## src/rtl/lsu_pkg.sv

```systemverilog
// lsu_pkg: access-size and FSM state enums plus byte-lane constants shared by the load/store unit
package lsu_pkg;
  typedef enum logic [1:0] {BYTE = 2'b00, HALF = 2'b01, WORD = 2'b10} lsu_size_t;
  typedef enum logic [1:0] {IDLE, ISSUE, WAIT, DONE} lsu_state_t;
  localparam int LANES = 4;
  localparam int LANE_W = 8;
  localparam logic [3:0] BE_LO_HALF = 4'b0011;
  localparam logic [3:0] BE_HI_HALF = 4'b1100;
  localparam logic [3:0] BE_WORD = 4'b1111;
endpackage

```

## src/rtl/lsu_lane_align.sv

```systemverilog
// lsu_lane_align: combinational lane steering (size/offset/sgn/wdata/readdata in; byteenable/writedata/rdata/misaligned out)
module lsu_lane_align
  import lsu_pkg::*;
(
  input  logic [1:0]  size,
  input  logic [1:0]  offset,
  input  logic        sgn,
  input  logic [31:0] wdata,
  input  logic [31:0] readdata,
  output logic [3:0]  byteenable,
  output logic [31:0] writedata,
  output logic [31:0] rdata,
  output logic        misaligned
);
  logic [31:0] shifted;
  always_comb begin
    shifted = readdata >> {offset, 3'b000};
    misaligned = (size == 2'b11) || (size == HALF && offset[0]) || (size == WORD && offset != 2'b00);
    byteenable = size == BYTE ? 4'b0001 << offset : size == HALF ? (offset[1] ? BE_HI_HALF : BE_LO_HALF) : BE_WORD;
    writedata = size == BYTE ? {LANES{wdata[LANE_W-1:0]}} : size == HALF ? {2{wdata[15:0]}} : wdata;
    rdata = size == BYTE ? {{24{sgn & shifted[7]}}, shifted[7:0]} :
            size == HALF ? {{16{sgn & shifted[15]}}, shifted[15:0]} : shifted;
  end
endmodule

```

## src/rtl/avalon_lsu.sv

```systemverilog
// avalon_lsu: Avalon-MM load/store master (core req_*/resp_* handshake in, address/byteenable/read/write/writedata out, readdata/waitrequest in)
module avalon_lsu
  import lsu_pkg::*;
#(
  parameter int TIMEOUT_CYCLES = 255
) (
  input  logic        clk,
  input  logic        reset_n,
  input  logic        req_valid,
  output logic        req_ready,
  input  logic        req_write,
  input  logic [1:0]  req_size,
  input  logic        req_signed,
  input  logic [31:0] req_addr,
  input  logic [31:0] req_wdata,
  output logic        resp_valid,
  output logic        resp_err,
  output logic [31:0] resp_rdata,
  output logic [31:0] address,
  output logic [3:0]  byteenable,
  output logic        read,
  output logic        write,
  output logic [31:0] writedata,
  input  logic [31:0] readdata,
  input  logic        waitrequest
);
  localparam int CW = TIMEOUT_CYCLES > 0 ? $clog2(TIMEOUT_CYCLES + 1) : 1;
  lsu_state_t state, state_nx;
  logic r_write, r_signed;
  logic [1:0] r_size, a_size, a_off;
  logic [31:0] r_addr, r_wdata, wd, ld;
  logic [3:0] be;
  logic [CW-1:0] cnt;
  logic [CW:0] cnt_inc;
  logic accept, busy, timeout, mis;
  lsu_lane_align u_align (
    .size(a_size),
    .offset(a_off),
    .sgn(r_signed),
    .wdata(r_wdata),
    .readdata(readdata),
    .byteenable(be),
    .writedata(wd),
    .rdata(ld),
    .misaligned(mis)
  );
  always_comb begin
    accept = req_valid && state == IDLE;
    busy = state == ISSUE || state == WAIT;
    a_size = state == IDLE ? req_size : r_size;
    a_off = state == IDLE ? req_addr[1:0] : r_addr[1:0];
    cnt_inc = {1'b0, cnt} + (CW+1)'(1);
    timeout = TIMEOUT_CYCLES != 0 && waitrequest && cnt_inc == (CW+1)'(TIMEOUT_CYCLES);
    state_nx = state == IDLE ? (accept ? (mis ? DONE : ISSUE) : IDLE) :
               state == ISSUE ? WAIT :
               state == WAIT ? ((!waitrequest || timeout) ? DONE : WAIT) : IDLE;
    req_ready = state == IDLE;
    resp_valid = state == DONE;
    read = busy && !r_write;
    write = busy && r_write;
    address = busy ? {r_addr[31:2], 2'b00} : '0;
    byteenable = busy ? be : '0;
    writedata = write ? wd : '0;
  end
  always_ff @(posedge clk or negedge reset_n)
    if (!reset_n) state <= IDLE;
    else state <= state_nx;
  always_ff @(posedge clk or negedge reset_n)
    if (!reset_n) begin
      r_write <= 1'b0;
      r_signed <= 1'b0;
      r_size <= 2'b00;
      r_addr <= '0;
      r_wdata <= '0;
      cnt <= '0;
      resp_err <= 1'b0;
      resp_rdata <= '0;
    end else begin
      if (accept) begin
        r_write <= req_write;
        r_size <= req_size;
        r_signed <= req_signed;
        r_addr <= req_addr;
        r_wdata <= req_wdata;
      end
      cnt <= state == ISSUE ? '0 : (state == WAIT && !(&cnt)) ? cnt + CW'(1) : cnt;
      resp_err <= state == IDLE ? accept && mis : state == WAIT ? timeout : 1'b0;
      resp_rdata <= (state == WAIT && !waitrequest && !r_write) ? ld : '0;
    end
endmodule

```

## config.mk

```make
export PLATFORM = sky130hd
export DESIGN_NAME = avalon_lsu
export DESIGN_NICKNAME = d
export VERILOG_FILES = /design/src/rtl/lsu_pkg.sv /design/src/rtl/lsu_lane_align.sv /design/src/rtl/avalon_lsu.sv
export SDC_FILE = /design/constraint.sdc
export NUM_CORES = 1
export LEC_CHECK = 0
export ABC_AREA = 1
export BUFFER_PORTS_ARGS = -buffer_cell sky130_fd_sc_hd__buf_4
export CORE_MARGIN = 2
export CORE_UTILIZATION = 40
export DETAILED_ROUTE_END_ITERATION = 10
export PLACE_DENSITY = 0.68
export SLEW_MARGIN = 30
export SYNTH_ARGS = -nofsm -noshare
export SYNTH_HDL_FRONTEND = slang
export SYNTH_HIERARCHICAL = 1
export SYNTH_SLANG_ARGS = --single-unit
```

## constraint.sdc

```tcl
create_clock -name clk -period 2.3 [get_ports clk]
set_input_delay 0.23 -clock clk [delete_from_list [all_inputs] [get_ports clk]]
set_output_delay 0.23 -clock clk [all_outputs]
set_load 0.03 [all_outputs]
```

==> impl_metrics.prom <==
# TYPE chip_impl_metric gauge
chip_impl_info{name="timing.hold.worst.class",value="in -> reg"} 1
chip_impl_metric{name="grt_use_met2",unit=""} 0.326
chip_impl_metric{name="grt_pass1_vias",unit=""} 5283
chip_impl_metric{name="power.leakage",unit="nW"} 4.88
chip_impl_metric{name="vias",unit=""} 5623
chip_impl_metric{name="postSynthCellCount",unit=""} 769
chip_impl_metric{name="dpl.hpwl",unit="um"} 11800
chip_impl_metric{name="io_pins",unit=""} 209
chip_impl_metric{name="switchingPower",unit="mW"} 6.74
chip_impl_metric{name="core_region_area",unit="um2"} 15100
chip_impl_metric{name="vdd_ir_drop_max",unit="uV"} 822
chip_impl_metric{name="power.share.clock",unit=""} 0.103
chip_impl_info{name="crit_start",value="state[0]"} 1
chip_impl_metric{name="worst-endpoint-required",unit="ns"} 2.07
chip_impl_metric{name="initial_utilization",unit=""} 0.407
chip_impl_metric{name="power.share.switching",unit=""} 0.485
chip_impl_metric{name="synth_seq_area_share",unit=""} 0.452
chip_impl_info{name="synth.largest_area_cell",value="dfrtp_1"} 1
chip_impl_metric{name="power_frac_seq",unit=""} 0.227
chip_impl_metric{name="globalRouteTotalUtil",unit=""} 0.200
chip_impl_metric{name="route.antenna.remaining_nets",unit=""} 0
chip_impl_info{name="outcome",value="complete, but fails checks"} 1
chip_impl_metric{name="layout.cell_area.non_filler",unit="um2"} 8850
chip_impl_metric{name="final.setup.worst_slack",unit="ns"} -0.158
chip_impl_metric{name="finalSetupViolCount",unit=""} 27
chip_impl_metric{name="clkSlewWorstSetupHoldPaths",unit="ns"} 0.07
chip_impl_info{name="cts-root-buf",value="clkbuf_16"} 1
chip_impl_info{name="setup.worst_path.end_class",value="output pin"} 1
chip_impl_metric{name="final_max_slew_viol_count",unit=""} 0
chip_impl_metric{name="gp_congestion",unit=""} 0.903
chip_impl_metric{name="maximum_number_of_pins_on_one_net_before_global_route_repair",unit=""} 50
chip_impl_info{name="rr_startpoint",value="state[0]"} 1
chip_impl_metric{name="diodes",unit=""} 0
chip_impl_metric{name="tritoncts_num_sinks",unit=""} 111
chip_impl_metric{name="yosys_warnings",unit=""} 6
chip_impl_metric{name="share_comb_of_total_power",unit=""} 0.670
chip_impl_metric{name="cts-root-to-sink-buffers",unit=""} 2
chip_impl_metric{name="drt_first_pass_iters",unit=""} 5
chip_impl_info{name="cts_tree",value="built"} 1
chip_impl_metric{name="drt_iter0_drc",unit=""} 485
chip_impl_metric{name="reg2regPathDepth",unit=""} 16
chip_impl_info{name="startpoint_kind_of_the_worst_setup_timing_path",value="flip-flop"} 1
chip_impl_metric{name="grt_util_met1",unit=""} 0.255
chip_impl_metric{name="post_drt_wl_per_cell",unit="um"} 14.3
chip_impl_metric{name="route.detailed.vias_per_inst",unit=""} 4.75
chip_impl_metric{name="grt_antenna_before_repair",unit=""} 0
chip_impl_metric{name="yosysUniqueCellTypes",unit=""} 31
chip_impl_info{name="violations_in_the_final_reports",value="setup timing"} 1
chip_impl_metric{name="floorplan.die.height",unit="um"} 128
chip_impl_metric{name="cap_violations",unit=""} 0
chip_impl_metric{name="place_area",unit="um2"} 7950
chip_impl_metric{name="timing_limited_maximum_frequency",unit="MHz"} 407
chip_impl_metric{name="finalCritPeriodShare",unit=""} 1.07
chip_impl_info{name="synth_top_cells_by_area",value="dfrtp_1, nand2_1, mux2_2"} 1
chip_impl_info{name="globalRoute.busiestLayer",value="met2"} 1
chip_impl_info{name="startpoint_of_the_most_critical_hold_path",value="req_wdata[20]"} 1
chip_impl_metric{name="tritoncts.num_buffers",unit=""} 9
chip_impl_metric{name="finalHoldViolCount",unit=""} 0
chip_impl_metric{name="clk-insertion-delay-late",unit="ns"} 0.35
chip_impl_metric{name="summed_instance_area_of_the_synthesized_netlist",unit="um2"} 6150
chip_impl_metric{name="grt_first_pass_wirelength",unit="um"} 25900
chip_impl_metric{name="syn_area_per_cell",unit="um2"} 7.99
chip_impl_metric{name="die_x",unit="um"} 128
chip_impl_metric{name="cp_data_arrival_time",unit="ns"} 2.23
chip_impl_metric{name="layout.nets",unit=""} 1102
chip_impl_metric{name="cellInternalPower",unit="mW"} 7.16
chip_impl_metric{name="remaining_drc_errors",unit=""} 0
chip_impl_metric{name="timing.hold.ws",unit="ns"} 0.101
chip_impl_metric{name="synth_top_cell_area_share",unit=""} 0.452
chip_impl_metric{name="layout_area_growth_over_synthesis",unit="%"} 44.0
chip_impl_metric{name="port_buffers",unit=""} 206
chip_impl_metric{name="worst_slew_margin_rel",unit=""} 0.566
chip_impl_metric{name="final_layout_size_suffix_gt1_frac",unit=""} 0.439
chip_impl_metric{name="standard_cell_rows",unit=""} 45
chip_impl_metric{name="min_path_cells",unit=""} 2
chip_impl_info{name="grt_setup_unrepaired",value="yes"} 1
chip_impl_metric{name="ctsHtreeMaxLevel",unit=""} 3
chip_impl_metric{name="final_tns_setup",unit="ns"} -3.04
chip_impl_metric{name="worst_slew_pin_slew",unit="ns"} 0.652
chip_impl_metric{name="wirelength",unit="um"} 17000
chip_impl_metric{name="skew",unit="ns"} 0.00785
chip_impl_metric{name="grt_use_met3",unit=""} 0.0576
chip_impl_metric{name="ys_ff_latch",unit=""} 111
chip_impl_info{name="worst-setup-path-type",value="reg -> out"} 1
chip_impl_metric{name="final_global_route_overflow_total",unit=""} 0
chip_impl_metric{name="path_max_fanout",unit=""} 5
chip_impl_metric{name="dieArea",unit="um2"} 16400
chip_impl_metric{name="finalCriticalPeriod",unit="ns"} 2.46
chip_impl_metric{name="powerDensity",unit="nW/um2"} 1570
[cell usage after synthesis]
cell type and n:
a21oi_1 2, o22ai_1 4, nand2_2 3, nor2_2 6
nor2_1 72, buf_4 11, inv_1 130, nor2_4 3
o211ai_2 1, buf_6 8, nand3_1 22, nand3b_1 1
nor3_1 2, o21ai_1 4, mux2_2 64, clkbuf_1 11
nand3_4 1, conb_1 1, a22oi_1 6, o21ai_4 1
inv_2 6, nand2_1 240, nand4_1 4, o21ai_0 27
or3_1 1, nand3_2 1, buf_2 11, ha_1 6
o211ai_1 6, nand2_4 3, dfrtp_1 111
[metrics by stage]
step                      power, mW  instances  setup slack [ns]   util
after floorplan                8.65        770            0.0129      -
after global placement         11.0       1142            0.0994  0.527
after detailed placement       11.0       1142            0.0384  0.527
after CTS                      13.3       1173            -0.130  0.569
after global routing           14.9       1183            -0.286  0.587
final                          13.9       1183            -0.158  0.587
[what timing repair did]
action / in CTS / in global routing
pin swaps: 29 / 35
gates resized for setup: 55 / 59
setup buffers: 14 / 7
setup endpoints to repair: 28 / 53
endpoints found under the hold margin: 47 / 0
cloned: 2 / 3
hold buffers: 1 / 0
[cells by family (layout without fill, tap and decap cells)]
family          count (synthesis)  count (layout)  synth area share
fa+ha+maj                       6               6            0.0122
other cells                     1               2          0.000610
buf+inv                       177             399             0.127
compound gates                 51              51            0.0503
mux                            64              64             0.117
flops                         111             111             0.452
simple gates                  359             362             0.241
[critical path, stage by stage (launching register included)]
cell,delay (ns)
dfrtp_1,0.40
inv_2,0.09
ha_4,0.16
clkinvlp_4,0.17
nand2_2,0.14
o21ai_4,0.09
nor2_4,0.21
buf_6,0.17
nand2_1,0.08
nand2_1,0.08
inv_1,0.05
nor2_2,0.11
buf_6,0.14
[path summary, 6_finish.rpt]
| kind | end | slack (ns) |
|---|---|---|
| setup / recovery | writedata[14] | -0.16 |
| setup reg to reg | resp_rdata[16] | 0.02 |
| hold / removal | r_wdata[20] | 0.10 |
| min in group asynchronous | cnt[5] | 0.44 |
| hold reg to reg | r_addr[0] | 0.50 |
| max in group asynchronous | r_wdata[7] | 1.10 |
[sequential cells by signal, summed over array words and instances, names as in the netlist]
signal	flops
cnt	8
r_addr	32
r_signed	1
r_size	2
r_wdata	32
r_write	1
resp_err	1
resp_rdata	32
state	2
[routing by layer]
metal	share of wire	vias to the layer above	wire [um]
met5	0	-	0
met4	0.022	0	374
met3	0.084	28	1430
met2	0.48	233	8070
met1	0.42	2588	7090
li1	-	2774	-
[layout make-up]
class	instances	area, um2
clock buffer	9	225
clock inverter	5	35.0
fill	1343	6240
inverter	136	523
multi-input combinational	485	2950
sequential	111	2780
tap	188	235
timing repair buffer	248	2100
timing repair inverter	1	7.51
[cell usage in the layout (no fill, tap or decap), types with 2 or more instances in the layout]
master        n
mux2_2       64
buf_4       207
ha_1          5
buf_12        8
nand4_1       4
o22ai_1       4
inv_4         2
nand2_2      24
o21ai_4       4
nand2_8       2
o211ai_1      6
conb_1        2
dfrtp_1     111
nand3_1      17
clkinvlp_4    4
inv_2        16
inv_1       116
nor2_1       45
nand2_1     212
a21oi_2       2
nor2_4        8
clkinv_2      2
nand3_4       2
nand3_2       5
buf_6        31
o21ai_1       9
inv_6         2
nor2_2       28
a22oi_1       5
o21ai_0      18
nand2_4      11
clkbuf_16     9
[power groups by stage]
| stage | clock, mW | combinational (mW) | sequential (mW) |
|---|---|---|---|
| after global placement | 0 | 7.86 | 3.13 |
| after global routing | 1.57 | 10.1 | 3.24 |
| after detailed placement | 0 | 7.90 | 3.15 |
| after CTS | 1.50 | 8.71 | 3.13 |
| after floorplan | 0 | 5.52 | 3.13 |
| final | 1.44 | 9.31 | 3.15 |
No activity file was read; power rests on OpenSTA's default activity.
